`config.mk`:
```
export PLATFORM = sky130hd
export DESIGN_NAME = sec_xfer_ctrl_flat
export DESIGN_NICKNAME = d
export VERILOG_FILES = /design/src/rtl/sec_xfer_ctrl_if.sv /design/src/rtl/sec_xfer_ctrl.sv /design/src/flat_wrapper.sv
export SDC_FILE = /design/constraint.sdc
export NUM_CORES = 1
export LEC_CHECK = 0
export ABC_AREA = 0
export CAP_MARGIN = 0
export CORE_MARGIN = 2
export CORE_UTILIZATION = 50
export CTS_CLUSTER_SIZE = 28
export DETAILED_ROUTE_END_ITERATION = 6
export PLACE_DENSITY_LB_ADDON = 0.05
export SYNTH_ARGS = -nofsm -noshare
export SYNTH_HDL_FRONTEND = slang
export SYNTH_SLANG_ARGS = --single-unit
```
`constraint.sdc`:
```
create_clock -name clk -period 2.3 [get_ports clk]
set_input_delay 0.69 -clock clk [delete_from_list [all_inputs] [get_ports clk]]
set_output_delay 0.69 -clock clk [all_outputs]
set_load 0.03 [all_outputs]
```
`src/rtl/sec_xfer_ctrl_if.sv`:
```
// Command and response handshake between a requester and the transfer sequencer.
interface sec_xfer_ctrl_if;
    logic        cmd_valid;
    logic        cmd_ready;
    logic        cmd_op;
    logic [7:0]  cmd_mem_addr;
    logic [7:0]  cmd_reg_addr;
    logic [3:0]  cmd_len;
    logic [15:0] cmd_key;
    logic        resp_valid;
    logic        resp_ready;
    logic [1:0]  resp_status;
    logic [4:0]  resp_words;

    modport master (
        output cmd_valid, cmd_op, cmd_mem_addr, cmd_reg_addr, cmd_len, cmd_key, resp_ready,
        input  cmd_ready, resp_valid, resp_status, resp_words
    );

    modport slave (
        input  cmd_valid, cmd_op, cmd_mem_addr, cmd_reg_addr, cmd_len, cmd_key, resp_ready,
        output cmd_ready, resp_valid, resp_status, resp_words
    );
endinterface

```
`src/rtl/sec_xfer_ctrl.sv`:
```
// Command/response sequencer that checks access keys and issues per-word read-then-write
// enable pulses across the memory <-> security <-> register path. Moves no data itself.
module sec_xfer_ctrl #(
    parameter int unsigned RD_LAT = 1,
    parameter int unsigned CNT_W  = 16
) (
    input  logic             clk,
    input  logic             rst_n,
    sec_xfer_ctrl_if.slave   bus,
    input  logic [15:0]      key_access_mem,
    input  logic [15:0]      key_access_reg,
    input  logic             abort,
    output logic [7:0]       mem_read_address_reg,
    output logic             mem_renable_reg,
    output logic [7:0]       mem_write_address_reg,
    output logic             mem_wenable_reg,
    output logic [7:0]       reg_address_to_mem,
    output logic             reg_renable_mem,
    output logic [7:0]       reg_address_mem,
    output logic             reg_wenable_mem,
    output logic             busy,
    output logic [CNT_W-1:0] xfer_count,
    output logic [7:0]       deny_count
);

    localparam int unsigned WAIT_W = 2;
    localparam logic [WAIT_W-1:0] WAIT_INIT = WAIT_W'(RD_LAT - 1);

    localparam logic       OP_LOAD     = 1'b0;
    localparam logic [1:0] ST_OK       = 2'd0;
    localparam logic [1:0] ST_DENIED   = 2'd1;
    localparam logic [1:0] ST_RANGE    = 2'd2;
    localparam logic [1:0] ST_ABORTED  = 2'd3;

    typedef enum logic [2:0] {
        S_IDLE,
        S_CHECK,
        S_READ,
        S_WAIT,
        S_WRITE,
        S_DONE
    } state_t;

    state_t             r_state;
    logic               r_op;
    logic [7:0]         r_mem_addr;
    logic [7:0]         r_reg_addr;
    logic [3:0]         r_len;
    logic [15:0]        r_key;
    logic [4:0]         r_words;
    logic [WAIT_W-1:0]  r_wait;
    logic [1:0]         r_status;
    logic               r_resp_valid;
    logic               r_cmd_ready;
    logic               r_busy;
    logic [CNT_W-1:0]   r_xfer_count;
    logic [7:0]         r_deny_count;
    logic               r_mem_ren;
    logic               r_mem_wen;
    logic               r_reg_ren;
    logic               r_reg_wen;
    logic [7:0]         r_mem_raddr;
    logic [7:0]         r_mem_waddr;
    logic [7:0]         r_reg_raddr;
    logic [7:0]         r_reg_waddr;

    logic               w_key_ok;
    logic [8:0]         w_mem_end;
    logic [8:0]         w_reg_end;
    logic               w_range_err;
    logic               w_last;
    logic [7:0]         w_mem_addr_nxt;
    logic [7:0]         w_reg_addr_nxt;

    // The key that must match depends on which side is being read.
    assign w_key_ok       = (r_op == OP_LOAD) ? (r_key == key_access_mem) : (r_key == key_access_reg);
    assign w_mem_end      = {1'b0, r_mem_addr} + {5'd0, r_len};
    assign w_reg_end      = {1'b0, r_reg_addr} + {5'd0, r_len};
    assign w_range_err    = (w_mem_end > 9'd255) || (w_reg_end > 9'd255);
    assign w_last         = (r_words == 5'(r_len));
    assign w_mem_addr_nxt = r_mem_addr + 8'd1;
    assign w_reg_addr_nxt = r_reg_addr + 8'd1;

    always_ff @(posedge clk or negedge rst_n) begin
        if (!rst_n) begin
            r_state      <= S_IDLE;
            r_op         <= 1'b0;
            r_mem_addr   <= 8'd0;
            r_reg_addr   <= 8'd0;
            r_len        <= 4'd0;
            r_key        <= 16'd0;
            r_words      <= 5'd0;
            r_wait       <= '0;
            r_status     <= ST_OK;
            r_resp_valid <= 1'b0;
            r_cmd_ready  <= 1'b0;
            r_busy       <= 1'b0;
            r_xfer_count <= '0;
            r_deny_count <= 8'd0;
            r_mem_ren    <= 1'b0;
            r_mem_wen    <= 1'b0;
            r_reg_ren    <= 1'b0;
            r_reg_wen    <= 1'b0;
            r_mem_raddr  <= 8'd0;
            r_mem_waddr  <= 8'd0;
            r_reg_raddr  <= 8'd0;
            r_reg_waddr  <= 8'd0;
        end else begin
            // Strobes are single-cycle pulses unless a state entry below raises one.
            r_mem_ren <= 1'b0;
            r_mem_wen <= 1'b0;
            r_reg_ren <= 1'b0;
            r_reg_wen <= 1'b0;

            case (r_state)
                S_IDLE: begin
                    if (bus.cmd_valid && r_cmd_ready) begin
                        r_op        <= bus.cmd_op;
                        r_mem_addr  <= bus.cmd_mem_addr;
                        r_reg_addr  <= bus.cmd_reg_addr;
                        r_len       <= bus.cmd_len;
                        r_key       <= bus.cmd_key;
                        r_words     <= 5'd0;
                        r_cmd_ready <= 1'b0;
                        r_busy      <= 1'b1;
                        r_state     <= S_CHECK;
                    end else begin
                        r_cmd_ready <= 1'b1;
                    end
                end

                S_CHECK: begin
                    if (!w_key_ok) begin
                        r_status     <= ST_DENIED;
                        r_resp_valid <= 1'b1;
                        r_state      <= S_DONE;
                        if (r_deny_count != 8'hFF) begin
                            r_deny_count <= r_deny_count + 8'd1;
                        end
                    end else if (w_range_err) begin
                        r_status     <= ST_RANGE;
                        r_resp_valid <= 1'b1;
                        r_state      <= S_DONE;
                    end else begin
                        r_state <= S_READ;
                        if (r_op == OP_LOAD) begin
                            r_mem_ren   <= 1'b1;
                            r_mem_raddr <= r_mem_addr;
                        end else begin
                            r_reg_ren   <= 1'b1;
                            r_reg_raddr <= r_reg_addr;
                        end
                    end
                end

                S_READ: begin
                    if (abort) begin
                        r_status     <= ST_ABORTED;
                        r_resp_valid <= 1'b1;
                        r_state      <= S_DONE;
                    end else begin
                        r_wait  <= WAIT_INIT;
                        r_state <= S_WAIT;
                    end
                end

                S_WAIT: begin
                    if (abort) begin
                        r_status     <= ST_ABORTED;
                        r_resp_valid <= 1'b1;
                        r_state      <= S_DONE;
                    end else if (r_wait == '0) begin
                        r_state <= S_WRITE;
                        if (r_op == OP_LOAD) begin
                            r_reg_wen   <= 1'b1;
                            r_reg_waddr <= r_reg_addr;
                        end else begin
                            r_mem_wen   <= 1'b1;
                            r_mem_waddr <= r_mem_addr;
                        end
                    end else begin
                        r_wait <= r_wait - WAIT_W'(1);
                    end
                end

                // The write strobe is already out this cycle, so an abort here lets it land.
                S_WRITE: begin
                    r_words      <= r_words + 5'd1;
                    r_xfer_count <= r_xfer_count + CNT_W'(1);
                    if (w_last) begin
                        r_status     <= ST_OK;
                        r_resp_valid <= 1'b1;
                        r_state      <= S_DONE;
                    end else if (abort) begin
                        r_status     <= ST_ABORTED;
                        r_resp_valid <= 1'b1;
                        r_state      <= S_DONE;
                    end else begin
                        r_mem_addr <= w_mem_addr_nxt;
                        r_reg_addr <= w_reg_addr_nxt;
                        r_state    <= S_READ;
                        if (r_op == OP_LOAD) begin
                            r_mem_ren   <= 1'b1;
                            r_mem_raddr <= w_mem_addr_nxt;
                        end else begin
                            r_reg_ren   <= 1'b1;
                            r_reg_raddr <= w_reg_addr_nxt;
                        end
                    end
                end

                S_DONE: begin
                    if (bus.resp_ready) begin
                        r_resp_valid <= 1'b0;
                        r_cmd_ready  <= 1'b1;
                        r_busy       <= 1'b0;
                        r_state      <= S_IDLE;
                    end
                end

                default: begin
                    r_state <= S_IDLE;
                end
            endcase
        end
    end

    assign bus.cmd_ready         = r_cmd_ready;
    assign bus.resp_valid        = r_resp_valid;
    assign bus.resp_status       = r_status;
    assign bus.resp_words        = r_words;
    assign mem_read_address_reg  = r_mem_raddr;
    assign mem_renable_reg       = r_mem_ren;
    assign mem_write_address_reg = r_mem_waddr;
    assign mem_wenable_reg       = r_mem_wen;
    assign reg_address_to_mem    = r_reg_raddr;
    assign reg_renable_mem       = r_reg_ren;
    assign reg_address_mem       = r_reg_waddr;
    assign reg_wenable_mem       = r_reg_wen;
    assign busy                  = r_busy;
    assign xfer_count            = r_xfer_count;
    assign deny_count            = r_deny_count;

endmodule

```
`src/flat_wrapper.sv`:
```
// flat-port wrapper written by rule: the top's interface ports become plain ports
module sec_xfer_ctrl_flat 
#(
    parameter int unsigned RD_LAT = 1,
    parameter int unsigned CNT_W  = 16
)
  (clk, rst_n, key_access_mem, key_access_reg, abort, mem_read_address_reg, mem_renable_reg, mem_write_address_reg, mem_wenable_reg, reg_address_to_mem, reg_renable_mem, reg_address_mem, reg_wenable_mem, busy, xfer_count, deny_count, bus_cmd_valid, bus_cmd_op, bus_cmd_mem_addr, bus_cmd_reg_addr, bus_cmd_len, bus_cmd_key, bus_resp_ready, bus_cmd_ready, bus_resp_valid, bus_resp_status, bus_resp_words);
  sec_xfer_ctrl_if bus_i ();
  input  logic clk;
  input  logic rst_n;
  input  logic [15:0] key_access_mem;
  input  logic [15:0] key_access_reg;
  input  logic abort;
  output logic [7:0] mem_read_address_reg;
  output logic mem_renable_reg;
  output logic [7:0] mem_write_address_reg;
  output logic mem_wenable_reg;
  output logic [7:0] reg_address_to_mem;
  output logic reg_renable_mem;
  output logic [7:0] reg_address_mem;
  output logic reg_wenable_mem;
  output logic busy;
  output logic [CNT_W-1:0] xfer_count;
  output logic [7:0] deny_count;
  input wire logic [$bits(bus_i.cmd_valid)-1:0] bus_cmd_valid;
  input wire logic [$bits(bus_i.cmd_op)-1:0] bus_cmd_op;
  input wire logic [$bits(bus_i.cmd_mem_addr)-1:0] bus_cmd_mem_addr;
  input wire logic [$bits(bus_i.cmd_reg_addr)-1:0] bus_cmd_reg_addr;
  input wire logic [$bits(bus_i.cmd_len)-1:0] bus_cmd_len;
  input wire logic [$bits(bus_i.cmd_key)-1:0] bus_cmd_key;
  input wire logic [$bits(bus_i.resp_ready)-1:0] bus_resp_ready;
  output wire logic [$bits(bus_i.cmd_ready)-1:0] bus_cmd_ready;
  output wire logic [$bits(bus_i.resp_valid)-1:0] bus_resp_valid;
  output wire logic [$bits(bus_i.resp_status)-1:0] bus_resp_status;
  output wire logic [$bits(bus_i.resp_words)-1:0] bus_resp_words;
  assign bus_i.cmd_valid = bus_cmd_valid;
  assign bus_i.cmd_op = bus_cmd_op;
  assign bus_i.cmd_mem_addr = bus_cmd_mem_addr;
  assign bus_i.cmd_reg_addr = bus_cmd_reg_addr;
  assign bus_i.cmd_len = bus_cmd_len;
  assign bus_i.cmd_key = bus_cmd_key;
  assign bus_i.resp_ready = bus_resp_ready;
  assign bus_cmd_ready = bus_i.cmd_ready;
  assign bus_resp_valid = bus_i.resp_valid;
  assign bus_resp_status = bus_i.resp_status;
  assign bus_resp_words = bus_i.resp_words;
  sec_xfer_ctrl #(.RD_LAT(RD_LAT), .CNT_W(CNT_W)) u_core (.clk(clk), .rst_n(rst_n), .bus(bus_i), .key_access_mem(key_access_mem), .key_access_reg(key_access_reg), .abort(abort), .mem_read_address_reg(mem_read_address_reg), .mem_renable_reg(mem_renable_reg), .mem_write_address_reg(mem_write_address_reg), .mem_wenable_reg(mem_wenable_reg), .reg_address_to_mem(reg_address_to_mem), .reg_renable_mem(reg_renable_mem), .reg_address_mem(reg_address_mem), .reg_wenable_mem(reg_wenable_mem), .busy(busy), .xfer_count(xfer_count), .deny_count(deny_count));
endmodule
```
==> impl_metrics.csv <==
group,metric,value,unit
global_route,grt_overflow_total,0,
setup_path,path_buf_inv,1,
synthesis,synth-edff-count,0,
setup_path,cpMaxStageDelayCell,"clkdlybuf4s50_1",
synthesis,synth.most_common_cell,"dfrtp_1",
floorplanning,io-pin-count,144,
detailed_routing,wl_per_cell,17.4,um
setup_path,cp_top_family,"buffers and inverters",
floorplanning,die_width,113,um
synthesis,synth_cell_type_count,57,
power,power_density,1330,nW/um^2
run,max-cap-violations,0,
setup_path,critPathKind,"reg -> out",
floorplanning,num_rows,39,
synthesis,synth_seq_cells,112,
global_route,use_met1,33.8,%
placed_design,port_buffers,143,
detailed_routing,vias_per_cell,5.76,
floorplanning,dieArea,12700,sq um
floorplanning,initial_core_util,51.6,%
floorplanning,core_area,11500,sq um
floorplanning,dieHeight,113,um
synthesis,ys_seq_area_share,47.3,%
finish,fin_cells,904,
setup_path,end_kind,"output pin",
global_route,antenna_found_initial,0,
placed_design,place_area,7770,sq um
synthesis,async_flop_share,100,%
global_route,grt_pass1_vias,5120,
global_route,grt_pass1_wl,25700,um
detailed_routing,route.detailed.drc,0,
placed_design,dpl.cell_count,881,
synthesis,synth_ff_type,"dfrtp_1",
sta,hold_violations,0,
sta,skew,9.07,ps
sta,layout_min_cycle_time,2260,ps
global_route,use_met2,42.5,%
sta,max_freq,443,MHz
detailed_routing,wl,15700,um
global_route,grtUsageMet3,5.78,%
clock_tree,cts.clk_slew.worst_paths,70,ps
synthesis,yosys_warnings,0,
run_status,status,"finished, final reports clean",
detailed_routing,ant_nets,0,
setup_path,worstPathRequired,1610,ps
global_route,grt_usage,25.3,%
setup_path,cp_max_fo,7,
synthesis,syn_inst,585,
clock_tree,root_buffer,"clkbuf_16",
finish,fill_cells,896,
finish,syn_to_final_growth,39.1,%
synthesis,syn_area,5920,sq um
sta,rsz0062_at_grt,"yes",
sta,setup_ws,44.7,ps
sta,finalCritPeriodShare,98.1,%
power,ir_worst_vdd,0.000995,V
sta,tightest_slew,549,ps
synthesis,synth.top_cell.area_share,47.3,%
clock_tree,postCtsHoldBufs,0,
sta,maxSlewHeadroom,63.1,%
clock_tree,worstSkewPairLatency,360,ps
sta,finalMaxSlewViolations,0,
clock_tree,cts_sinks,112,
finish,layout-drive-gt1-share,16.0,%
placed_design,dp_hpwl,11500,um
power,leakage,3.51,nW
placed_design,gp_congestion,0.902,
global_route,grt-busiest-layer,"met2",
setup_path,slowest_delay,730,ps
setup_path,cp.arrival,1570,ps
detailed_routing,num_vias,5203,
synthesis,ys_top_cells_by_count,"dfrtp_1, nand2_1, nor2_1",
min_path,hold_path.class,"in -> async",
clock_tree,cts_buffers,9,
synthesis,synth.avg_cell_area,10.1,sq um
setup_path,path_cells,"clkdlybuf4s50_1",
global_route,grt_max_degree,38,
clock_tree,cts_tree,"done",
detailed_routing,drtIter0Drc,365,
synthesis,syn-num-nets,673,
synthesis,yosysTopAreaCell,"dfrtp_1",
clock_tree,clockBufferDepth,2,
placed_design,place_ws,-467,ps
sta,setup_violations,0,
detailed_routing,first_pass_iters,7,
finish,fin_nets,844,
finish,fin_area,8240,sq um
synthesis,ys_top_cells_by_area,"dfrtp_1, mux2_2, xnor2_1",
clock_tree,htreeDepth,3,
finish,diodes,0,
setup_path,start_kind,"flip-flop",
layout make-up:
class / count / area [sq um] / area share, %
inverter: 19 / 71.3 / 0.866
tap: 143 / 179 / 2.17
sequential: 112 / 2800 / 34.0
multi-input combinational: 422 / 2970 / 36.0
clock inverter: 2 / 37.5 / 0.456
timing repair buffer: 192 / 1920 / 23.3
clock buffer: 14 / 264 / 3.20
cell families (layout without fill, tap and decap cells):
| family | after synthesis | in the layout | share of synthesized area, % |
|---|---|---|---|
| AO/OA/AOI/OAI | 142 | 142 | 15.0 |
| XOR/XNOR | 53 | 53 | 7.84 |
| adder cells (fa/ha/maj) | 14 | 14 | 3.21 |
| buffers and inverters | 51 | 227 | 4.01 |
| flip-flops | 112 | 112 | 47.3 |
| multiplexers | 48 | 48 | 8.85 |
| AND/OR/NAND/NOR | 165 | 165 | 13.8 |
final timing paths:
check	end	cells past startpoint	from	slack (ps)
min in group clk	u_core.xfer_count[15]	1	u_core.xfer_count[15]	470
max in group asynchronous	u_core.xfer_count[11]	2	rst_n	1430
setup / recovery	bus_resp_words[2]	1	u_core.bus.resp_words[2]	40
hold / removal	u_core.r_key[9]	1	rst_n	310
hold reg to reg	u_core.xfer_count[15]	1	u_core.xfer_count[15]	470
setup reg to reg	u_core.reg_address_to_mem[6]	10	u_core.r_len[0]	100
where the power goes:
part           internal (mW)  total (mW)  switching [mW]  leakage [nW]
sequential              2.74        3.51           0.771          1.41
clock                  0.907        1.60           0.698         0.143
combinational           2.60        5.88            3.28          1.96
routing by layer:
metal	routed length (um)	up-vias	part of all wire [%]
met3	895	13	5.7
met5	0	-	0
li1	-	2441	-
met2	7740	170	49
met4	189	0	1.2
met1	6920	2579	44
what timing repair did:
item,CTS,global route
gates resized for setup,1,23
hold endpoints to repair,0,0
cloned,0,1
endpoints found under the setup margin,22,30
buffers inserted,1,5
pin swaps,3,7
cell usage in the layout (no fill, tap or decap), types with 4 or more instances in the layout:
| cell | n |
|---|---|
| o21ai_0 | 35 |
| a31oi_1 | 25 |
| dfrtp_1 | 112 |
| mux2i_1 | 16 |
| buf_4 | 42 |
| nand4_1 | 12 |
| ha_1 | 12 |
| xor2_1 | 18 |
| inv_1 | 19 |
| clkbuf_16 | 10 |
| a221oi_2 | 8 |
| a221oi_1 | 7 |
| nand2b_1 | 4 |
| o22ai_1 | 7 |
| nand3_1 | 17 |
| mux2_2 | 31 |
| clkdlybuf4s50_1 | 136 |
| a21oi_1 | 37 |
| buf_12 | 7 |
| nor2_1 | 38 |
| xnor2_1 | 35 |
| dlymetal6s2s_1 | 6 |
| nand2_1 | 55 |
| nor3_1 | 9 |
per-stage QoR:
| stage | hold WS, ps | setup TNS [ps] | utilization [%] | total power [mW] |
|---|---|---|---|---|
| after floorplan | 394 | 0 | - | 7.00 |
| after global placement | 460 | -11300 | 67.8 | 9.00 |
| after detailed placement | 470 | -12690 | 67.8 | 9.19 |
| after CTS | 326 | 0 | 70.5 | 10.9 |
| after global routing | 348 | -120 | 71.8 | 11.7 |
| final | 313 | 0 | 71.8 | 11.0 |
(Power assumes the default switching activity.)
